<file path="src/rtl/alu_arbiter_if.sv">
// ============================================================================
// Module   : alu_arbiter_if
// Purpose  : Request/response bundle between two ALU clients and alu_arbiter.
// Revision : 1.0 - initial release
// ============================================================================
`default_nettype none

interface alu_arbiter_if #(
   parameter int WIDTH = 32
);
   logic [1:0]       req_valid;
   logic [1:0]       req_ready;
   logic [1:0]       req_lock;
   logic [WIDTH-1:0] req_a0;
   logic [WIDTH-1:0] req_b0;
   logic [WIDTH-1:0] req_a1;
   logic [WIDTH-1:0] req_b1;
   logic [2:0]       req_cmd0;
   logic [2:0]       req_cmd1;
   logic             rsp_valid;
   logic             rsp_ready;
   logic             rsp_id;
   logic [WIDTH-1:0] rsp_result;
   logic             rsp_zero;
   logic             rsp_overflow;
   logic             rsp_carryout;

   modport master (
      output req_valid, req_lock, req_a0, req_b0, req_a1, req_b1,
             req_cmd0, req_cmd1, rsp_ready,
      input  req_ready, rsp_valid, rsp_id, rsp_result, rsp_zero,
             rsp_overflow, rsp_carryout
   );

   modport slave (
      input  req_valid, req_lock, req_a0, req_b0, req_a1, req_b1,
             req_cmd0, req_cmd1, rsp_ready,
      output req_ready, rsp_valid, rsp_id, rsp_result, rsp_zero,
             rsp_overflow, rsp_carryout
   );
endinterface

`default_nettype wire

</file>
<file path="src/rtl/alu_arbiter.sv">
// ============================================================================
// Module   : alu_arbiter (with combinational alu)
// Purpose  : Round-robin share of one ALU between two requesters, registered
//            response slot tagged with requester ID. Optional grant locking
//            is compiled in with `define ALU_ARB_LOCK_EN.
// Revision : 1.0 - initial release
// ============================================================================
`default_nettype none

module alu #(
   parameter int WIDTH = 32
) (
   input  logic [WIDTH-1:0] a_i,
   input  logic [WIDTH-1:0] b_i,
   input  logic [2:0]       cmd_i,
   output logic [WIDTH-1:0] result_o,
   output logic             zero_o,
   output logic             overflow_o,
   output logic             carryout_o
);
   localparam logic [2:0] CMD_ADD  = 3'b000;
   localparam logic [2:0] CMD_SUB  = 3'b001;
   localparam logic [2:0] CMD_XOR  = 3'b010;
   localparam logic [2:0] CMD_SLT  = 3'b011;
   localparam logic [2:0] CMD_AND  = 3'b100;
   localparam logic [2:0] CMD_NAND = 3'b101;
   localparam logic [2:0] CMD_NOR  = 3'b110;
   localparam logic [2:0] CMD_OR   = 3'b111;

   logic             is_sub;
   logic             is_arith;
   logic [WIDTH-1:0] b_eff;
   logic [WIDTH:0]   sum;

   // Subtraction is a + ~b + 1, so carryout means "no borrow".
   assign is_sub   = (cmd_i == CMD_SUB);
   assign is_arith = (cmd_i == CMD_ADD) || is_sub;
   assign b_eff    = is_sub ? ~b_i : b_i;
   assign sum      = {1'b0, a_i} + {1'b0, b_eff} + {{WIDTH{1'b0}}, is_sub};

   always_comb begin
      result_o = sum[WIDTH-1:0];
      case (cmd_i)
         CMD_XOR:  result_o = a_i ^ b_i;
         CMD_SLT: begin
            result_o    = '0;
            result_o[0] = ($signed(a_i) < $signed(b_i));
         end
         CMD_AND:  result_o = a_i & b_i;
         CMD_NAND: result_o = ~(a_i & b_i);
         CMD_NOR:  result_o = ~(a_i | b_i);
         CMD_OR:   result_o = a_i | b_i;
         default:  result_o = sum[WIDTH-1:0];
      endcase
   end

   assign zero_o     = is_arith && (sum[WIDTH-1:0] == '0);
   assign carryout_o = is_arith && sum[WIDTH];
   assign overflow_o = is_arith && (a_i[WIDTH-1] == b_eff[WIDTH-1])
                                && (sum[WIDTH-1] != a_i[WIDTH-1]);
endmodule

module alu_arbiter #(
   parameter int WIDTH = 32
) (
   input  logic         clk,
   input  logic         rst_n,
   alu_arbiter_if.slave bus
);
   localparam logic [0:0] SLOT_EMPTY = 1'b0;
   localparam logic [0:0] SLOT_FULL  = 1'b1;

   logic [0:0]       slot_q, slot_d;
   logic             last_q, last_d;
   logic             rsp_id_q;
   logic [WIDTH-1:0] result_q;
   logic             zero_q, ovf_q, cout_q;

   logic [1:0]       eligible;
   logic [1:0]       grant;
   logic             gid;
   logic             can_push;
   logic             push;

   logic [WIDTH-1:0] alu_a, alu_b, alu_res;
   logic [2:0]       alu_cmd;
   logic             alu_zero, alu_ovf, alu_cout;

`ifdef ALU_ARB_LOCK_EN
   logic own_q, own_d;
   logic own_id_q, own_id_d;

   always_comb begin
      eligible = bus.req_valid;
      if (own_q) eligible = bus.req_valid & (own_id_q ? 2'b10 : 2'b01);
   end

   // Ownership ends on an unlocked transfer, or when the owner goes idle
   // while nothing of its sequence is still waiting in the slot.
   always_comb begin
      own_d    = own_q;
      own_id_d = own_id_q;
      if (push) begin
         own_d    = bus.req_lock[gid];
         own_id_d = gid;
      end else if (own_q && !bus.req_valid[own_id_q] && (slot_q == SLOT_EMPTY)) begin
         own_d = 1'b0;
      end
   end

   always_ff @(posedge clk or negedge rst_n) begin
      if (!rst_n) begin
         own_q    <= 1'b0;
         own_id_q <= 1'b0;
      end else begin
         own_q    <= own_d;
         own_id_q <= own_id_d;
      end
   end
`else
   assign eligible = bus.req_valid;
`endif

   always_comb begin
      grant = 2'b00;
      case (eligible)
         2'b01:   grant = 2'b01;
         2'b10:   grant = 2'b10;
         2'b11:   grant = last_q ? 2'b01 : 2'b10;
         default: grant = 2'b00;
      endcase
   end

   assign gid           = grant[1];
   assign can_push      = (slot_q == SLOT_EMPTY) || bus.rsp_ready;
   assign push          = (|grant) && can_push;
   assign bus.req_ready = grant & {2{can_push}};

   assign alu_a   = gid ? bus.req_a1   : bus.req_a0;
   assign alu_b   = gid ? bus.req_b1   : bus.req_b0;
   assign alu_cmd = gid ? bus.req_cmd1 : bus.req_cmd0;

   alu #(.WIDTH(WIDTH)) u_alu (
      .a_i        (alu_a),
      .b_i        (alu_b),
      .cmd_i      (alu_cmd),
      .result_o   (alu_res),
      .zero_o     (alu_zero),
      .overflow_o (alu_ovf),
      .carryout_o (alu_cout)
   );

   always_comb begin
      slot_d = slot_q;
      last_d = last_q;
      if (push) begin
         slot_d = SLOT_FULL;
         last_d = gid;
      end else if (bus.rsp_ready) begin
         slot_d = SLOT_EMPTY;
      end
   end

   always_ff @(posedge clk or negedge rst_n) begin
      if (!rst_n) begin
         slot_q   <= SLOT_EMPTY;
         last_q   <= 1'b1;
         rsp_id_q <= 1'b0;
         result_q <= '0;
         zero_q   <= 1'b0;
         ovf_q    <= 1'b0;
         cout_q   <= 1'b0;
      end else begin
         slot_q <= slot_d;
         last_q <= last_d;
         if (push) begin
            rsp_id_q <= gid;
            result_q <= alu_res;
            zero_q   <= alu_zero;
            ovf_q    <= alu_ovf;
            cout_q   <= alu_cout;
         end
      end
   end

   assign bus.rsp_valid    = (slot_q == SLOT_FULL);
   assign bus.rsp_id       = rsp_id_q;
   assign bus.rsp_result   = result_q;
   assign bus.rsp_zero     = zero_q;
   assign bus.rsp_overflow = ovf_q;
   assign bus.rsp_carryout = cout_q;
endmodule

`default_nettype wire

</file>
<file path="src/flat_wrapper.sv">
// flat-port wrapper written by rule: the top's interface ports become plain ports
module alu_arbiter_flat 
#(
   parameter int WIDTH = 32
)
  (clk, rst_n, bus_req_valid, bus_req_lock, bus_req_a0, bus_req_b0, bus_req_a1, bus_req_b1, bus_req_cmd0, bus_req_cmd1, bus_rsp_ready, bus_req_ready, bus_rsp_valid, bus_rsp_id, bus_rsp_result, bus_rsp_zero, bus_rsp_overflow, bus_rsp_carryout);
  alu_arbiter_if #(.WIDTH(WIDTH)) bus_i ();
  input  logic clk;
  input  logic rst_n;
  input wire logic [$bits(bus_i.req_valid)-1:0] bus_req_valid;
  input wire logic [$bits(bus_i.req_lock)-1:0] bus_req_lock;
  input wire logic [$bits(bus_i.req_a0)-1:0] bus_req_a0;
  input wire logic [$bits(bus_i.req_b0)-1:0] bus_req_b0;
  input wire logic [$bits(bus_i.req_a1)-1:0] bus_req_a1;
  input wire logic [$bits(bus_i.req_b1)-1:0] bus_req_b1;
  input wire logic [$bits(bus_i.req_cmd0)-1:0] bus_req_cmd0;
  input wire logic [$bits(bus_i.req_cmd1)-1:0] bus_req_cmd1;
  input wire logic [$bits(bus_i.rsp_ready)-1:0] bus_rsp_ready;
  output wire logic [$bits(bus_i.req_ready)-1:0] bus_req_ready;
  output wire logic [$bits(bus_i.rsp_valid)-1:0] bus_rsp_valid;
  output wire logic [$bits(bus_i.rsp_id)-1:0] bus_rsp_id;
  output wire logic [$bits(bus_i.rsp_result)-1:0] bus_rsp_result;
  output wire logic [$bits(bus_i.rsp_zero)-1:0] bus_rsp_zero;
  output wire logic [$bits(bus_i.rsp_overflow)-1:0] bus_rsp_overflow;
  output wire logic [$bits(bus_i.rsp_carryout)-1:0] bus_rsp_carryout;
  assign bus_i.req_valid = bus_req_valid;
  assign bus_i.req_lock = bus_req_lock;
  assign bus_i.req_a0 = bus_req_a0;
  assign bus_i.req_b0 = bus_req_b0;
  assign bus_i.req_a1 = bus_req_a1;
  assign bus_i.req_b1 = bus_req_b1;
  assign bus_i.req_cmd0 = bus_req_cmd0;
  assign bus_i.req_cmd1 = bus_req_cmd1;
  assign bus_i.rsp_ready = bus_rsp_ready;
  assign bus_req_ready = bus_i.req_ready;
  assign bus_rsp_valid = bus_i.rsp_valid;
  assign bus_rsp_id = bus_i.rsp_id;
  assign bus_rsp_result = bus_i.rsp_result;
  assign bus_rsp_zero = bus_i.rsp_zero;
  assign bus_rsp_overflow = bus_i.rsp_overflow;
  assign bus_rsp_carryout = bus_i.rsp_carryout;
  alu_arbiter #(.WIDTH(WIDTH)) u_core (.clk(clk), .rst_n(rst_n), .bus(bus_i));
endmodule
</file>
<file path="config.mk">
export PLATFORM = sky130hd
export DESIGN_NAME = alu_arbiter_flat
export DESIGN_NICKNAME = d
export VERILOG_FILES = /design/src/rtl/alu_arbiter_if.sv /design/src/rtl/alu_arbiter.sv /design/src/flat_wrapper.sv
export SDC_FILE = /design/constraint.sdc
export NUM_CORES = 1
export LEC_CHECK = 0
export ABC_AREA = 1
export ABC_CLOCK_PERIOD_IN_PS = 7000
export BUFFER_PORTS_ARGS = -buffer_cell sky130_fd_sc_hd__buf_2
export CORE_ASPECT_RATIO = 0.5
export CORE_MARGIN = 2
export CORE_UTILIZATION = 55
export CTS_BUF_LIST = sky130_fd_sc_hd__clkbuf_4 sky130_fd_sc_hd__clkbuf_8
export DETAILED_ROUTE_END_ITERATION = 6
export HOLD_SLACK_MARGIN = 0.05
export PLACE_DENSITY_LB_ADDON = 0.1
export SLEW_MARGIN = 10
export SYNTH_ARGS = -nofsm -noshare
export SYNTH_HDL_FRONTEND = slang
export SYNTH_SLANG_ARGS = --single-unit
</file>
<file path="constraint.sdc">
create_clock -name clk -period 7 [get_ports clk]
set_clock_uncertainty 0.05 [all_clocks]
set_input_delay 1.4 -clock clk [delete_from_list [all_inputs] [get_ports clk]]
set_output_delay 1.4 -clock clk [all_outputs]
set_load 0.02 [all_outputs]
</file>
Word-level counts from Yosys, hierarchy flattened

Cells that the tools add are included.

Register bits: 38
Output and inout bits: 39

$lt $le $gt $ge: 1
Bitwise logic cells: 8
Equal/unequal tests: 12
$add $sub $neg: 2
Reductions and logical operators: 11
Muxes and demuxes: 9

Operators with widths:

| kind                                                             | number |
|---|---|
| 32-bit one-hot mux with 6 select lines                           | 1 |
| 32-bit 2-to-1 mux                                                | 3 |
| 32-bit NOT                                                       | 3 |
| 32-bit by 32-bit adder with 33-bit output                        | 1 |
| 33-bit by 1-bit adder with 33-bit output                         | 1 |
| 32-bit bitwise AND                                               | 1 |
| 32-bit zero test                                                 | 1 |
| 32-bit < comparator                                              | 1 |
| 32-bit OR                                                        | 1 |
| 32-bit XOR                                                       | 1 |
| 3-bit == test (second input constant)                            | 4 |
| 3-bit by 2-bit == test with 1-bit output (second input constant) | 2 |
| 2-bit one-hot mux with 3 select lines                            | 1 |
| 1-bit logical AND                                                | 5 |
| 2-bit == test (second input constant)                            | 2 |
| 3-bit by 1-bit == test with 1-bit output (second input constant) | 1 |
| 3-bit zero test                                                  | 1 |
| 3-bit 2-to-1 mux                                                 | 1 |
| 2-bit bitwise AND                                                | 1 |
| 2-bit by 1-bit == test with 1-bit output (second input constant) | 1 |
| 1-bit logical OR                                                 | 2 |
| 1-bit 2-to-1 mux                                                 | 2 |
| 2-bit 2-to-1 mux                                                 | 1 |
| 2-bit nonzero test                                               | 1 |
| 4 further kinds                                                  | 4 |

Logic depth before layout (Yosys ltp)

Gate-level depths: netlist of run 1.

Word-level depth: 9
Depth in mapped cells: 27
Gate-level depth less buffers: 24

Modules after synthesis

From an unflattened synthesis of run 1, not the netlist that was laid out.

Cells, all modules: 1322
Area total of the unflattened synthesis: 7932.6 µm²

Modules (own cells, without submodules):

| module      | times used | cells each | seq. area each (µm²) | area an instance (µm²) |
|---|---|---|---|---|
| alu         | 1          | 927        | 0.0                  | 5475.3 |
| alu_arbiter | 1          | 395        | 952.2                | 2457.4 |

Worst setup path before layout of run 1

OpenSTA, ideal clock, no wires.

Path type: input -> register
Start: input port bus_req_valid[1]
End: register u_core.zero_q, in the netlist u_core.bus.rsp_zero
Data required time: 6.884 ns
Cell stages on the path: 24
Arrival: 4.431 ns
Setup time: 0.066 ns
Path buffers: 4
Path slack: 2.453 ns
Path through: inv_2 > a21oi_4 > buf_6 > buf_2 > clkbuf_1 > clkbuf_1 > nand2_1 > o21ai_0 > inv_1 > fa_1 > inv_1 > nand3_1 > nand2_1 > nand2_1 > nand2_1 > nand3_1 > nand3_1 > a21o_1 > nand2_1 > nand3_1 > nand2_1 > nor3_1 > nand3_1 > nand2_1

Cells in the longest elaborated chain, start to end: 9
Elaborated cells between the ends (all ways): 18
Those cells by class: 2 x add/sub; 4 x eq/ne; 5 x mux; 1 x bitwise; 6 x reduce/logical

Ends and longest elaborated chain:

| element                                                                   | line                                   | source |
|---|---|---|
| from (decl)                                                               | flat_wrapper.sv:10                     | `input wire logic [$bits(bus_i.req_valid)-1:0] bus_req_valid;` |
| 2-bit == test or 2-bit by 1-bit == test with 1-bit output (tied branches) | alu_arbiter.sv:126                     | `case (eligible)` |
| 2-bit one-hot mux with 3 select lines *                                   | alu_arbiter.sv:126                     |  |
| 3-bit 2-to-1 mux or 32-bit 2-to-1 mux (tied branches)                     | alu_arbiter.sv:141, alu_arbiter.sv:140 |  |
| 3-bit by 1-bit == test with 1-bit output or 32-bit NOT (tied branches)    | alu_arbiter.sv:36, alu_arbiter.sv:38   |  |
| 32-bit 2-to-1 mux                                                         | alu_arbiter.sv:38                      | `assign b_eff = is_sub ? ~b_i : b_i;` |
| 32-bit by 32-bit adder with 33-bit output                                 | alu_arbiter.sv:39                      | `assign sum = {1'b0, a_i} + {1'b0, b_eff} + {{WIDTH{1'b0}}, is_sub};` |
| 33-bit by 1-bit adder with 33-bit output                                  | alu_arbiter.sv:39                      |  |
| 32-bit zero test                                                          | alu_arbiter.sv:57                      | `assign zero_o = is_arith && (sum[WIDTH-1:0] == '0);` |
| 1-bit logical AND                                                         | alu_arbiter.sv:57                      |  |
| to (signal assigned)                                                      | alu_arbiter.sv:179                     | `zero_q <= alu_zero;` |
| to (decl)                                                                 | alu_arbiter.sv:77                      | `logic zero_q, ovf_q, cout_q;` |

Every way passes the cells marked *; elsewhere a longest branch is shown, timed or not.
A chain may end at the register's enable or synchronous reset.

Worst setup path after layout of run 1

Ends and elaborated chain as after synthesis.

==> results of run 1 <==
-- report_power, final --
part,internal (uW),switching [uW]
logic,559,1130
registers,318,51.1
clock network,73.2,89.3
-- cell type report --
class / count / area share (%)
inverter: 222 / 9.43
clock inverter: 2 / 0.113
tap: 192 / 2.72
timing repair buffer: 184 / 10.6
sequential: 38 / 10.8
clock buffer: 6 / 0.864
multi-input combinational: 952 / 65.5
-- tightest hold or removal path: stages, from the launching register on --
cell and delay (ns):
dfrtp_1 0.35, nand2_1 0.05, nand2_1 0.05
-- kinds of logic (layout without fill, tap and decap cells) --
| group | after synthesis | count (layout) | share of synthesized area, % |
|---|---|---|---|
| AO/OA/AOI/OAI | 270 | 270 | 21.1 |
| XOR/XNOR | 40 | 40 | 4.53 |
| AND/OR/NAND/NOR | 514 | 514 | 28.2 |
| buffers and inverters | 263 | 414 | 13.1 |
| adder cells (fa/ha/maj) | 128 | 128 | 20.8 |
| flip-flops | 38 | 38 | 12.3 |
-- registers in the layout (all words and copies together), names as in the netlist --
| name | cells |
|---|---|
| u_core.bus.rsp_result | 32 |
| u_core.last_q | 1 |
| u_core.bus.rsp_valid | 1 |
| u_core.bus.rsp_id | 1 |
| u_core.bus.rsp_overflow | 1 |
| u_core.bus.rsp_carryout | 1 |
| u_core.bus.rsp_zero | 1 |
-- worst min path at each step --
stage,startpoint,endpoint,slack (ns)
after global placement,u_core.bus.rsp_id,u_core.bus.rsp_id,0.40
after floorplan,u_core.last_q,u_core.last_q,0.47
after CTS,u_core.bus.rsp_result[10],u_core.bus.rsp_result[10],0.43
after global routing,u_core.bus.rsp_result[10],u_core.bus.rsp_result[10],0.44
after detailed placement,u_core.bus.rsp_result[10],u_core.bus.rsp_result[10],0.41
final,u_core.bus.rsp_id,u_core.bus.rsp_id,0.42
-- metal layers --
| metal | vias to the layer above | global-route usage (%) | wire length [um] |
|---|---|---|---|
| li1 | 4373 | - | - |
| met1 | 3918 | 42.8 | 11200 |
| met2 | 377 | 58.9 | 10800 |
| met3 | 63 | 4.93 | 1960 |
| met4 | 0 | 11.7 | 924 |
| met5 | - | 0 | 0 |
-- placed cells by master (no fill, tap or decap), types with 9 or more instances in the layout --
| cell type | synthesis | routed |
|---|---|---|
| buf_2 | 13 | 177 |
| o211ai_1 | 14 | 14 |
| nor3_1 | 15 | 15 |
| o22ai_1 | 13 | 13 |
| dfrtp_1 | 37 | 37 |
| nand2_2 | 11 | 11 |
| a221oi_1 | 16 | 16 |
| xor2_1 | 34 | 34 |
| o221ai_1 | 9 | 9 |
| ha_1 | 127 | 127 |
| nand3_1 | 40 | 40 |
| or2_2 | 13 | 13 |
| o21ai_0 | 103 | 103 |
| nand3b_1 | 10 | 10 |
| a21oi_1 | 55 | 55 |
| nand4_1 | 9 | 9 |
| nand2_1 | 319 | 319 |
| nor2_1 | 86 | 83 |
| o21ai_1 | 17 | 17 |
| inv_1 | 217 | 217 |
-- through the flow --
step	hold WS (ns)	util, %	power, uW	instances
after floorplan	0.470	-	1530	1253
after global placement	0.402	64.0	1990	1588
after detailed placement	0.410	64.0	2020	1588
after CTS	0.430	64.6	2200	1596
after global routing	0.445	64.6	2430	1596
final	0.425	64.6	2220	1596
==> flow_metrics.py, run 1 <==
metrics = {
    "drt": {
        "drtIter0Drc": 644,
        "drt_pre_antenna_iters": 5,
        "drc": 0,
        "vias": 8731,
        "wl_per_cell_um": 15.6,
        "viasPerCell": 5.47,
        "antenna_left": 0,
        "finalWirelength_um": 24900,
    },
    "setup_path": {
        "endpoint": "u_core.bus.rsp_zero",
        "worst-path-buf-inv": 4,
        "crit_type": "input pin to flip-flop",
        "path_cells": "buf_2, inv_2, a21oi_4, nand2_1, nand2_1, nand3_4, xor2_1, inv_1, fa_1, inv_1, nand3_1, nand2_1, nand2_1, nand2_1, nand2_1, nand2_1, nand2_1, nor3_1, nand3_1, nor2_1, nand3_1, nor3_1, nand3_1, nand2_1",
        "r2r_setup_slack_ns": 2.53,
        "required_ns": 7.20,
        "crit_family": "simple AND/OR/NAND/NOR gates",
        "worstPathMaxFanout": 33,
        "path_common_cell": "nand2_1",
        "cp_num_cells": 24,
        "rr_startpoint": "u_core.last_q",
        "cp.arrival_ns": 5.53,
        "r2r_cells": 22,
        "slowest_stage": "nand3_4",
        "end_kind": "flip-flop",
        "crit_start": "bus_req_valid[1]",
        "cpPeakStageDelay_ns": 0.50,
        "start_kind": "input pin",
        "r2r-end": "u_core.bus.rsp_zero",
    },
    "finish": {
        "drive_above_1_share_pct": 16.6,
        "postLayoutCellArea_sq_mm": 0.00883,
        "multi_input_area_sq_mm": 0.00578,
        "diodes": 0,
        "n_fill_cell": 1320,
        "ff_latch_area_sq_um": 952,
        "syn2layout_area_growth_pct": 14.1,
        "fin_nets": 1672,
    },
    "sta": {
        "setup_tns_ns": 0,
        "final.min_clock_period_ns": 5.34,
        "setup_viol": 0,
        "hold_viol_final": 0,
        "finalWorstSetupSlack_ns": 1.66,
        "final_max_slew_viol_count": 0,
        "grt_setup_unrepaired": "no",
        "slew_headroom_pct": 18.2,
        "period_share_pct": 76.3,
        "worst_pin_slew_ns": 1.23,
        "fmax_mhz": 187,
    },
    "clock_network": {
        "cts_buffer_depth": 2,
        "numClockSinks": 38,
        "cts_hold_buf": 0,
        "cts_tree": "built",
        "clk_latency_ns": 0.30,
        "cts_setup_buffers": 0,
        "cts_resized": 0,
        "cts_buffers": 5,
        "h-tree-depth": 2,
        "cts.clk_slew.worst_paths_ns": 0.08,
        "cts-root-buf": "clkbuf_8",
    },
    "synth": {
        "synth_edf_count": 0,
        "synth_area_per_cell_sq_um": 6.18,
        "synth_most_common_cell": "nand2_1",
        "async_flop_share_pct": 100,
        "syn_inst": 1253,
        "ys_types": 49,
        "synth_warnings": 0,
        "synth-seq-cells": 38,
        "synth_fp_nets": 1522,
        "synth_flop_cell": "dfrtp_1",
        "synth_common_cells": "319 x nand2_1, 217 x inv_1, 127 x ha_1",
        "yosys.area.top_type": "ha_1",
        "synth_area_sq_mm": 0.00774,
        "yosysTopAreaCellShare_pct": 20.5,
        "synthTopCellsByArea": "ha_1 21%, nand2_1 15%, dfrtp_1 12%",
        "seq_area_frac_synth_pct": 12.3,
    },
    "power_and_ir_drop": {
        "ir_drop_v": 0.000181,
        "p_leak_uw": 0.00496,
        "powerDensity_mw_per_mm2": 251,
    },
    "global_routing": {
        "grt_max_degree": 74,
        "antenna_found_initial": 0,
        "grt_pass1_wl_um": 39900,
        "grt-ovfl-total": 0,
        "grt_pass1_vias": 8379,
        "grt_usage_pct": 33.6,
    },
    "hold_path": {
        "hp-class": "flip-flop to flip-flop",
        "min_path_cells": 2,
    },
    "floorplanning": {
        "die-height_um": 87.9,
        "num_rows": 30,
        "core_sq_mm": 0.0137,
        "ios": 180,
        "die_area_sq_mm": 0.0151,
        "die_w_um": 172,
        "start_util_pct": 56.6,
    },
    "status": {
        "outcome": "finished clean",
    },
    "flow_run": {
        "max_cap_violations": 0,
    },
    "placed_design": {
        "place_congestion": 0.970,
        "hpwl_um": 20400,
        "dp_slack_ns": 1.45,
        "place_area_sq_mm": 0.00875,
        "port-buffer-count": 177,
    },
}
Power figures use the tool's default switching activity.
==> run 2, diff against run 1 <==
ABC_CLOCK_PERIOD_IN_PS = 5100   (was 7000)
clock period = 5.1 ns   (was 7 ns; I/O delays follow)
==> flow_metrics.py, run 2 (same netlist as run 1, synthesis figures left out) <==
metrics = {
    "hold_path": {
        "hp-class": "flip-flop to flip-flop",
        "min_path_cells": 2,
    },
    "global_routing": {
        "grt-ovfl-total": 0,
        "grt_pass1_wl_um": 39800,
        "antenna_found_initial": 0,
        "grt_usage_pct": 33.5,
        "grt_pass1_vias": 8296,
        "grt_max_degree": 103,
    },
    "power_and_ir_drop": {
        "finalPower_uw": 3040,
        "powerDensity_mw_per_mm2": 342,
        "p_leak_uw": 0.00499,
        "ir_drop_v": 0.000265,
    },
    "placed_design": {
        "dp_cells": 1592,
        "hpwl_um": 20500,
        "place_congestion": 0.972,
        "dp_slack_ns": 0.343,
        "port-buffer-count": 177,
    },
    "setup_path": {
        "start_kind": "input pin",
        "end_kind": "flip-flop",
        "r2r_cells": 22,
        "required_ns": 5.29,
        "cp.arrival_ns": 4.75,
        "slowest_stage": "fa_1",
        "crit_type": "input pin to flip-flop",
        "cpPeakStageDelay_ns": 0.45,
        "path_cells": "buf_2, a21oi_4, buf_4, nand2_1, o21ai_0, inv_1, xor2_1, inv_1, fa_1, inv_1, nand3_1, nand2_1, nand2_1, nand2_1, nand2_1, nand2_1, nand2_1, nor3_1, nand3_1, nor2_1, nand3_1, nor3_1, nand3_1, nand2_1",
        "worstPathMaxFanout": 14,
        "path_common_cell": "nand2_1",
    },
    "clock_network": {
        "cts_setup_buffers": 0,
        "h-tree-depth": 2,
        "clk_latency_ns": 0.30,
        "cts_hold_buf": 0,
        "cts_buffers": 5,
        "numClockSinks": 38,
        "cts_buffer_depth": 2,
        "cts_resized": 0,
        "cts_tree": "built",
        "cts-root-buf": "clkbuf_8",
        "cts.clk_slew.worst_paths_ns": 0.08,
    },
    "finish": {
        "drive_above_1_share_pct": 16.7,
        "fin_nets": 1676,
        "finalNonFillerCells": 1599,
        "n_fill_cell": 1342,
        "ff_latch_area_sq_um": 952,
        "syn2layout_area_growth_pct": 14.7,
        "largest_reg_flops": 32,
        "final_cell_mix": "319 x nand2_1, 217 x inv_1, 177 x buf_2, 127 x ha_1, 103 x o21ai_0",
        "diodes": 0,
        "final_common_cell": "nand2_1",
        "utilization_pct": 65.0,
        "multi_input_area_sq_mm": 0.00578,
    },
    "drt": {
        "wl_per_cell_um": 15.5,
        "drc": 0,
        "drt_pre_antenna_iters": 5,
        "viasPerCell": 5.48,
        "drtIter0Drc": 685,
        "antenna_left": 0,
        "finalWirelength_um": 24800,
        "vias": 8767,
    },
    "floorplanning": {
        "start_util_pct": 56.6,
        "num_rows": 30,
        "core_sq_mm": 0.0137,
        "die_w_um": 172,
        "die-height_um": 87.9,
        "die_area_sq_mm": 0.0151,
        "ios": 180,
    },
    "sta": {
        "worst_pin_slew_ns": 1.18,
        "hold_viol_final": 0,
        "slew_headroom_pct": 21.4,
        "setup_viol": 0,
        "grt_setup_unrepaired": "no",
        "fmax_mhz": 220,
        "finalWorstSetupSlack_ns": 0.546,
        "setup_tns_ns": 0,
        "final_max_slew_viol_count": 0,
        "period_share_pct": 89.3,
        "final.min_clock_period_ns": 4.55,
    },
    "status": {
        "outcome": "finished clean",
    },
    "flow_run": {
        "max_cap_violations": 0,
    },
}
-- run 2: worst max-delay path: cells and delay by family --
| kind | cells | cell delay [ns] |
|---|---|---|
| and+or+nand+nor | 15 | 1.81 |
| buffers and inverters | 5 | 0.72 |
| xor gates and xnor gates | 1 | 0.24 |
| adders and majority gates | 1 | 0.45 |
| AOI/OAI and AO/OA | 2 | 0.51 |
-- run 2: worst paths after layout --
kind | slack [ns] | startpoint | end
worst max register to register | 1.01 | u_core.last_q | u_core.bus.rsp_zero
max in group asynchronous | 3.67 | rst_n | u_core.bus.rsp_result[27]
worst min-delay path | 0.42 | u_core.bus.rsp_id | u_core.bus.rsp_id
min in group asynchronous | 0.78 | rst_n | u_core.bus.rsp_id
worst min register to register | 0.42 | u_core.bus.rsp_id | u_core.bus.rsp_id
worst max-delay path | 0.55 | bus_req_valid[0] | u_core.bus.rsp_zero
-- run 2: stage by stage --
stage	hold slack, ns	cell area, sq um
CTS	0.424	8880
detailed placement	0.404	8800
finish	0.421	8880
global route	0.442	8880
global placement	0.402	8800
floorplan	0.470	7740
-- run 2: final cells by class --
class,count,share of cell area (%)
tap,192,2.71
multi-input combinational,952,65.1
timing repair buffer,188,11.2
inverter,222,9.39
clock buffer,5,0.775
clock inverter,2,0.113
sequential,38,10.7
-- run 2: power breakdown --
part / switching (uW) / total, uW / leakage (uW) / internal [uW]
Sequential: 73.2 / 510 / 0.000470 / 437
Clock: 120 / 212 / 0.0000438 / 92.1
Combinational: 1540 / 2320 / 0.00447 / 776
-- run 2: routing by layer --
metal	global-route usage (%)	part of all wire, %	vias to the layer above
met4	15.7	4.5	0
met5	0	0	-
li1	-	-	4383
met2	55.9	42	379
met1	43.8	45	3941
met3	4.29	7.6	64
